[src/rtl/fifo4x16_pkg.sv]
// rtl/fifo4x16_pkg.sv - shared sizes and types for the 4-entry, 16-bit FIFO
package fifo4x16_pkg;

  localparam int WIDTH = 16;
  localparam int DEPTH = 4;
  localparam int PTR_W = 2;
  localparam int CNT_W = 3;

  typedef logic [WIDTH-1:0] word_t;
  typedef logic [PTR_W-1:0] ptr_t;
  typedef logic [CNT_W-1:0] cnt_t;

  localparam cnt_t CNT_FULL = cnt_t'(DEPTH);

endpackage

[src/rtl/and16.sv]
// rtl/and16.sv - bitwise AND of two 16-bit words
module and16 (
  input  logic [15:0] a,
  input  logic [15:0] b,
  output logic [15:0] out
);

  assign out = a & b;

endmodule

[src/rtl/mux4way16.sv]
// rtl/mux4way16.sv - 4-input, 16-bit word multiplexer
module mux4way16 (
  input  logic [15:0] i0,
  input  logic [15:0] i1,
  input  logic [15:0] i2,
  input  logic [15:0] i3,
  input  logic [1:0]  sel,
  output logic [15:0] out
);

  // select one of four words
  always_comb begin
    out = i0;
    case (sel)
      2'd0: out = i0;
      2'd1: out = i1;
      2'd2: out = i2;
      2'd3: out = i3;
      default: out = i0;
    endcase
  end

endmodule

[src/rtl/fifo4x16.sv]
// rtl/fifo4x16.sv - 4-entry show-ahead FIFO with sticky overflow/underflow flags
module fifo4x16
  import fifo4x16_pkg::*;
(
  input  logic             clk,
  input  logic             reset,
  input  logic [WIDTH-1:0] in,
  input  logic             push,
  input  logic             pop,
  input  logic             clr_err,
  output logic [WIDTH-1:0] out,
  output logic             full,
  output logic             empty,
  output logic [CNT_W-1:0] count,
  output logic             overflow,
  output logic             underflow
);

  word_t mem [DEPTH];
  ptr_t  wr_ptr;
  ptr_t  rd_ptr;
  logic  push_ok;
  logic  pop_ok;
  word_t head;
  word_t empty_mask;

  // Status comes from the registered count only, so push/pop never reach full/empty.
  assign full  = (count == CNT_FULL);
  assign empty = (count == '0);

  // Accept decisions: a pop frees a slot for a same-cycle push when full.
  always_comb begin
    pop_ok  = pop && !empty;
    push_ok = push && (!full || pop_ok);
  end

  // Pointers and occupancy; pointers wrap naturally at 2 bits.
  always_ff @(posedge clk) begin
    if (reset) begin
      wr_ptr <= '0;
      rd_ptr <= '0;
      count  <= '0;
    end else begin
      if (push_ok) wr_ptr <= wr_ptr + ptr_t'(1);
      if (pop_ok)  rd_ptr <= rd_ptr + ptr_t'(1);
      if (push_ok && !pop_ok)      count <= count + cnt_t'(1);
      else if (pop_ok && !push_ok) count <= count - cnt_t'(1);
    end
  end

  // Storage write; contents are not cleared since out is masked while empty.
  always_ff @(posedge clk) begin
    if (!reset && push_ok) mem[wr_ptr] <= in;
  end

  // Sticky error flags; a fresh error outranks a same-cycle clear.
  always_ff @(posedge clk) begin
    if (reset) begin
      overflow  <= 1'b0;
      underflow <= 1'b0;
    end else begin
      if (push && !push_ok) overflow <= 1'b1;
      else if (clr_err)     overflow <= 1'b0;
      if (pop && !pop_ok)   underflow <= 1'b1;
      else if (clr_err)     underflow <= 1'b0;
    end
  end

  mux4way16 u_rd_mux (
    .i0  (mem[0]),
    .i1  (mem[1]),
    .i2  (mem[2]),
    .i3  (mem[3]),
    .sel (rd_ptr),
    .out (head)
  );

  assign empty_mask = {WIDTH{~empty}};

  and16 u_rd_mask (
    .a   (head),
    .b   (empty_mask),
    .out (out)
  );

endmodule

[config.mk]
export PLATFORM = sky130hd
export DESIGN_NAME = fifo4x16
export DESIGN_NICKNAME = d
export VERILOG_FILES = /design/src/rtl/fifo4x16_pkg.sv /design/src/rtl/and16.sv /design/src/rtl/mux4way16.sv /design/src/rtl/fifo4x16.sv
export SDC_FILE = /design/constraint.sdc
export NUM_CORES = 1
export LEC_CHECK = 0
export BUFFER_PORTS_ARGS = -buffer_cell sky130_fd_sc_hd__buf_2
export CORE_UTILIZATION = 30
export DETAILED_ROUTE_END_ITERATION = 8
export PLACE_DENSITY = 0.53
export SLEW_MARGIN = 20
export SYNTH_ARGS = -nofsm -noshare
export SYNTH_HDL_FRONTEND = slang
export SYNTH_SLANG_ARGS = --single-unit
[constraint.sdc]
create_clock -name clk -period 2.5 [get_ports clk]
set_input_delay 0.5 -clock clk [delete_from_list [all_inputs] [get_ports clk]]
set_output_delay 0.5 -clock clk [all_outputs]
set_load 0.01 [all_outputs]
==> impl_results.md <==
* Post-route ant nets at 0
* Clock group share of total power at 27.0%
* Post-synthesis cell count at 184
* Final Non-Filler Cells at 369
* I/O pin count at 44
* Buf/Inv on CP at 3
* Status: finished, final reports clean
* Largest stage delay, worst path at 360 ps
* Routability-driven placement congestion ratio at 0.680
* Max IR drop VDD at 0.000380 V
* Worst Setup End Kind: output pin
* Core Region at 9240 um2
* Chip width at 99.6 um
* Hold Path Class: input pin to flip-flop
* Clock sinks at 73
* CTS H-tree depth at 3
* M1 GR Usage at 15.9%
* Skew-Pair Late Insertion Delay at 340 ps
* Tmin final at 2340 ps
* Grt total ovfl at 0
* Max_cap viols at 0
* Synthesis-to-layout area growth at 23.6%
* FFs w/ async S/R, synth at 0%
* Slowest-stage cell, CP: dfxtp_1
* Number of flops mapped to enable cells by yosys at 64
* Critical path startpoint category: flip-flop
* Largest net degree at the start of global routing at 33
* Row count at 35
* Global-route wire length before repair at 9280 um
* Maximum root-to-sink buffer count at 2
* Crit path max-delay family: compound AO/OA/AOI/OAI gates
* Die height at 99.6 um
* Num CTS Buffers at 9
* GRT busiest layer: met2
* Placed cells at 353
* Worst EP arrival at 1840 ps
* Pre-antenna DRT Iters at 4
* WL final at 5920 um
* CTS Hold Buffers Added at 0
* TNS Setup at 0 ps
* Via density at 4.63
* Initial Util at 31.0%
* Vias in the first global route at 1734
* Int Power at 2.49 mW
* Crit-path cells: inv_1 > ha_2 > buf_12 > a222oi_1 > a21oi_1 > buf_2
* Antenna violations before repair at 1
* WP data required at 2000 ps
* Cell Pwr Density at 1050 nW/um2
* RSZ-0062 raised after global routing: no
* Netlist cell types at 26
* Setup-failing EPs final at 0
* Worst slew pin tran at 450 ps
* Cell leakage power at 1.28 nW
* Avg Synthesized Cell Area at 15.5 um2
* Clk_skew at 6.38 ps
* HPWL Detailed at 3620 um
* Average wire per standard cell at 16.0 um
* Final slew viol count at 0
* Met2 usage at 21.0%
* Ys flop type: edfxtp_1
* Slew headroom at 69.7%
* DR iter-0 viols at 120
* Filler cells at 900
* Final hold violations at 0
* Via count at 1707
* Antenna diodes at 0
* All-Layer GR Usage at 12.9%
* Worst-path clk slew at 80 ps
* Post-Syn Nets at 215
* Worst-path fanout max at 12
* Nets at 266
* Logic gate share of total power at 33.5%
* WS Path Type: flip-flop to output pin
* Final Cycle Share at 93.4%
* Synth Register Bits at 73
* Max Clk Rate at 428 MHz
* CTS tree: built
* Met3 global-route usage at 3.23%
* DRC violations left at 0
* Clk root buf: clkbuf_8
* Flop pwr share at 39.5%
* I/O Buffers at 43
* Synth warnings at 0
* Sequential area share after synthesis at 73.5%
* Switching fraction of total power at 33.2%
* Share of post-route cells with drive strength above 1 at 32.5%
* Die ar. at 9930 um2
* Post-Syn Area at 2860 um2
* Sw power at 1.24 mW
==> worst register-to-register path, stage by stage, from the launching register on <==
cell and delay [ps]:
dfxtp_1 380, o31ai_1 450, ha_1 270, inv_1 60, fa_1 370, xor2_1 160, or3_2 410, a21oi_1 140
==> synth_stat cells (all sizes together) (2+ instances only) <==
cell type	n	area, um2
a21oi	20	100
a222oi	16	160
buf	2	7.51
clkbuf	9	33.8
dfxtp	9	180
edfxtp	64	1920
ha	9	113
inv	9	33.8
mux2i	2	20.0
nand2b	3	18.8
nor2	6	22.5
nor3b	4	30.0
o21ai	18	101
or3	2	15.0
xor2	2	17.5
==> kinds of logic after synthesis <==
group	count (synthesis)	synth area share, %
compound gates	55	12.9
xor+xnor	3	0.919
fa+ha+maj	10	4.64
buf+inv	20	2.62
flops	73	73.5
mux	3	1.22
simple gates	20	4.20
==> metrics by stage <==
step	util [%]	hold slack [ps]	area (um2)	total power [mW]	setup slack, ps
6_report	38.3	370	3540	3.73	164
3_5_place_dp	35.9	466	3310	2.77	210
5_1_grt	38.3	352	3540	3.95	15.5
3_3_place_gp	35.9	453	3310	2.77	246
4_1_cts	38.2	358	3530	3.78	47.2
2_1_floorplan	-	469	2860	2.22	97.0
==> routing by layer <==
metal	up-vias	wire (um)
met4	2	97
met2	41	2900
met1	826	2640
li1	828	-
met5	-	13
met3	10	268
==> area by class of cell <==
class / instances / area, um2 / area share, %
multi-input combinational: 91 / 708 / 20.0
clock inverter: 6 / 90.1 / 2.55
tap: 129 / 161 / 4.56
sequential: 73 / 2100 / 59.4
timing repair buffer: 51 / 313 / 8.85
clock buffer: 10 / 128 / 3.61
inverter: 9 / 33.8 / 0.955
==> power groups by stage <==
| stage | registers (mW) | logic, mW | clock network, mW |
|---|---|---|---|
| after floorplan | 1.51 | 0.719 | 0 |
| after global routing | 1.49 | 1.39 | 1.08 |
| after detailed placement | 1.50 | 1.27 | 0 |
| final | 1.47 | 1.25 | 1.01 |
| after global placement | 1.50 | 1.27 | 0 |
| after CTS | 1.47 | 1.28 | 1.03 |
==> registers in the layout, indices dropped and copies added, names as in the netlist <==
| name | count |
|---|---|
| mem | 64 |
| count | 3 |
| rd_ptr | 2 |
| wr_ptr | 2 |
| overflow | 1 |
| underflow | 1 |
==> cell usage in the layout, fill, tap and decap left out, types with 2 or more instances in the layout <==
cell type / instances
buf_4: 5
edfxtp_1: 64
nand2b_1: 3
dfxtp_1: 9
ha_2: 2
xor2_1: 2
buf_12: 3
inv_6: 2
nor2_1: 6
clkbuf_8: 9
mux2i_1: 2
or3_2: 2
a21oi_1: 20
inv_1: 8
ha_1: 7
o21ai_0: 17
bufinv_16: 2
a222oi_1: 16
nor3b_2: 4
buf_2: 43
==> what timing repair did <==
| item | in CTS | in global routing |
|---|---|---|
| endpoints found under the hold margin | 0 | 0 |
| gates resized for setup | 0 | 2 |
| buffers inserted | 0 | 0 |
| setup endpoints to repair | 0 | 12 |
==> path summary, 6_finish.rpt <==
| path | start | endpoint | slack (ps) | cells past startpoint |
|---|---|---|---|---|
| min | in[8] | mem[1][8]$_DFFE_PP_ | 370 | 1 |
| max | rd_ptr[0]$_SDFFE_PP0P_ | out[4] | 160 | 6 |
| max reg2reg | count[0]$_SDFFE_PP0P_ | count[2]$_SDFFE_PP0P_ | 220 | 7 |
| min reg2reg | overflow$_SDFFE_PP0P_ | overflow$_SDFFE_PP0P_ | 470 | 2 |
(Power assumes the default switching activity.)
